### src/rtl/down_counter_reload.sv
// Synchronous down-counter / interval timer with parallel load, optional
// auto-reload and a registered one-cycle terminal-count pulse.
module down_counter_reload #(
    parameter int N = 4
) (
    input  logic         CLK,
    input  logic         Reset_n,
    input  logic         Load,
    input  logic [N-1:0] Din,
    input  logic         Count_En,
    input  logic         Auto_Reload,
    input  logic         Stop,
    output logic [N-1:0] Q,
    output logic         TC,
    output logic         Busy
);

    typedef enum logic {
        IDLE = 1'b0,
        RUN  = 1'b1
    } state_t;

    localparam logic [N-1:0] ONE  = N'(1);
    localparam logic [N-1:0] ZERO = '0;

    state_t       state_reg;
    state_t       state_next;
    logic [N-1:0] count_reg;
    logic [N-1:0] count_next;
    logic [N-1:0] reload_reg;
    logic [N-1:0] reload_next;
    logic         tc_reg;
    logic         tc_next;

    always_ff @(posedge CLK or negedge Reset_n) begin
        if (!Reset_n) begin
            state_reg  <= IDLE;
            count_reg  <= ZERO;
            reload_reg <= ZERO;
            tc_reg     <= 1'b0;
        end else begin
            state_reg  <= state_next;
            count_reg  <= count_next;
            reload_reg <= reload_next;
            tc_reg     <= tc_next;
        end
    end

    // Load beats Stop beats counting; a zero count is never decremented.
    always_comb begin
        state_next  = state_reg;
        count_next  = count_reg;
        reload_next = reload_reg;
        tc_next     = 1'b0;

        if (Load) begin
            count_next  = Din;
            reload_next = Din;
            state_next  = (Din != ZERO) ? RUN : IDLE;
        end else if (Stop) begin
            state_next = IDLE;
        end else if (state_reg == RUN && Count_En) begin
            if (count_reg == ONE) begin
                tc_next = 1'b1;
                if (Auto_Reload) begin
                    count_next = reload_reg;
                end else begin
                    count_next = ZERO;
                    state_next = IDLE;
                end
            end else if (count_reg != ZERO) begin
                count_next = count_reg - ONE;
            end
        end
    end

    assign Q    = count_reg;
    assign TC   = tc_reg;
    assign Busy = (state_reg == RUN);

endmodule

### config.mk
export PLATFORM = sky130hd
export DESIGN_NAME = down_counter_reload
export DESIGN_NICKNAME = d
export VERILOG_FILES = /design/src/rtl/down_counter_reload.sv
export SDC_FILE = /design/constraint.sdc
export NUM_CORES = 1
export LEC_CHECK = 0
export CAP_MARGIN = 20
export CORE_UTILIZATION = 23
export DETAILED_ROUTE_END_ITERATION = 8
export DONT_BUFFER_PORTS = 1
export PLACE_DENSITY = 0.34
export SLEW_MARGIN = 10
export SYNTH_ARGS = -nofsm -noshare
export SYNTH_HDL_FRONTEND = slang
export SYNTH_SLANG_ARGS = --single-unit
export TNS_END_PERCENT = 30
### constraint.sdc
create_clock -name CLK -period 2.85 [get_ports CLK]
set_input_delay 0.57 -clock CLK [delete_from_list [all_inputs] [get_ports CLK]]
set_output_delay 0.57 -clock CLK [all_outputs]
set_load 0.01 [all_outputs]
==> reports/metrics.yaml <==
run_status:
  status: "finished clean"
setup_path:
  critical-path-slowest-cell: "dfrtp_1"
  max_stage_delay_ps: 450
  crit_arrival_ps: 2080
  criticalPathCategory: "reg -> reg"
  crit_chain: "inv_1 -> ha_1 -> or3b_4 -> mux2i_1 -> a221oi_1 -> a21oi_1"
  worstSetupEndpointType: "register"
  worst-path-max-fanout: 7
  cp-start-kind: "register"
  worst_ep_required_time_ps: 2990
synthesis:
  synthTopCellsByArea: "dfrtp_1, ha_1, inv_1, buf_6, mux2_2"
  synth-simple-area-share_pct: 10.9
  synth-xor-area-share_pct: 1.50
  yosys.cell_types.count: 29
  synth_top_area_share_pct: 42.9
  yosys.area.top_type: "dfrtp_1"
  synth_compound_area_share_pct: 23.6
  ys_seq_elements: 10
  syn_area_sq_um: 583
  synth_cells: 58
  synth_seq_area_share_pct: 42.9
  muxShareOfSynthArea_pct: 5.58
  synth_fp_nets: 71
  synth_top_family_by_area: "compound AO/OA/AOI/OAI gates"
  ys_warn_count: 0
  synth_fa_ha_area_share_pct: 6.44
  synth.avg_cell_area_sq_um: 10.1
sta:
  setup_viol: 0
  final.setup.worst_slack_ps: 911
  final.period_utilization_pct: 68.0
  finalClockSkew_ps: 2.73
  slew_headroom_pct: 66.5
  worst_pin_slew_ps: 500
  hold_viol_final: 0
  setup-tns-final_ps: 0
  drv_slew: 0
  timing.fmax_ghz: 0.516
  rsz0062_at_grt: "false"
  min_period_ps: 1940
clock_tree:
  cts_tree: "built"
  worstSkewPairLatency_ps: 260
  cts_root_buf: "clkbuf_4"
  cts_resized: 0
  htreeDepth: 1
  clk_pin_slew_worst_paths_ps: 70
  clock-sinks: 10
  postCtsSetupRepairBufs: 0
  cts_max_path_buffers: 2
  ctsHoldBuffers: 1
  numCtsBuffers: 3
route:
  drc: 0
  routedWlPerCell_microns: 15.9
  ant_nets: 0
  drt-vias-per-instance: 5.34
  drt_pass1_iterations: 4
  wl_microns: 1400
  drt_iter0_drc: 11
  vias: 470
global_routing:
  grtUsageTotal_pct: 12.2
  grt-ovfl-total: 0
  grt_pass1_vias: 461
  grt_pass1_wl_microns: 2260
  antenna_found_initial: 0
  grt_max_degree: 18
finish:
  stdcell_count: 88
  antennaDiodeCount: 0
  drive_above_1_share_pct: 10.0
  area_growth_pct: 7.73
  nNetsFinal: 75
  layout_commonest_cell: "dfrtp_1"
  design_area_sq_um: 628
  final_cell_mix: "dfrtp_1, inv_1, o21ai_0, nand2_1"
place:
  placed_cells: 84
  pre_cts_slack_ps: 924
  port-buffer-count: 0
  gp_congestion: 0.779
  dpl_cell_area_sq_um: 596
  dp_hpwl_microns: 1030
pwr:
  powerDensity_nw_per_um2: 524
  p_leak_uw: 0.000274
  fin_total_pwr_uw: 329
  ir_drop_mv: 0.245
floorplan:
  rows: 17
  start_util_pct: 25.4
  core_sq_um: 2300
  fp.dieH_microns: 52.4
  pin_count: 16
  die_w_microns: 52.4
  die-area_sq_um: 2740
min_path:
  holdCritPathClass: "in -> reg"
flow_run:
  cap_violations: 0
[per-stage QoR]
stage / hold slack (ps) / util, %
floorplan: 274 / -
global placement: 275 / 25.9
detailed placement: 275 / 25.9
CTS: 376 / 27.3
global route: 373 / 27.3
finish: 384 / 27.3
[critical path: cells and delay by family, from the launching register on]
family / cells / cell delay, ps
flops: 1 / 450
simple gates: 1 / 440
compound gates: 2 / 350
fa+ha+maj: 1 / 290
buf+inv: 1 / 150
mux: 1 / 130
[cells in the mapped netlist]
master     number
o311ai_0        1
a2111oi_0       1
nand3b_1        1
ha_1            3
o21a_1          1
o41a_1          1
nand2_1         4
a221oi_1        1
a211oi_1        1
nor4_1          1
or3b_4          1
nor3_1          1
a211o_1         1
a21oi_1         1
a21o_1          1
mux2_2          2
inv_1           8
o31ai_1         1
o21ai_0         4
dfrtp_1        10
o22ai_1         1
xnor2_1         1
nand3_1         1
o41ai_1         2
a31oi_1         2
mux2i_1         1
buf_6           2
nand4_1         1
nor2_1          2
[report_power, final]
part | leakage (uW) | internal [uW] | switching, uW
Sequential | 0.000121 | 155 | 18.8
Combinational | 0.000140 | 28.4 | 30.8
Clock | 0.0000138 | 48.7 | 47.9
Total | 0.000274 | 232 | 97.5
[cells by family (layout without fill, tap and decap cells)]
kind of cell               count (synthesis)  in the layout
DFF                                       10             10
adders and majority gates                  3              3
and+or+nand+nor                           12             12
xor gates and xnor gates                   1              1
muxes                                      3              3
buffers and inverters                     10             12
AOI/OAI and AO/OA                         19             19
[final timing paths]
check / cells past startpoint / to / slack, ps / start
worst max register to register: 6 / Q[2] / 910 / Q[1]
worst min register to register: 1 / reload_reg[2] / 520 / reload_reg[2]
worst min-delay path: 1 / TC / 380 / Load
worst max-delay path: 6 / Q[2] / 910 / Q[1]
max in group asynchronous: 1 / reload_reg[0] / 1800 / Reset_n
min in group asynchronous: 1 / TC / 710 / Reset_n
[per-layer routing]
layer,part of all wire (%),up-vias,global-route usage [%]
met2,42,23,15.8
met5,0,-,0
met3,6.9,2,5.22
met1,50,228,17.0
met4,1.7,0,5.26
li1,-,217,-
[layout make-up]
cell class              count  area (sq um)
multi-input cells          38           280
repair buffers              1          10.0
clock buffers               3          22.5
fillers                   264          1670
inverters                   8          30.0
flip-flops and latches     10           250
well taps                  28          35.0
Power figures use the tool's default switching activity.
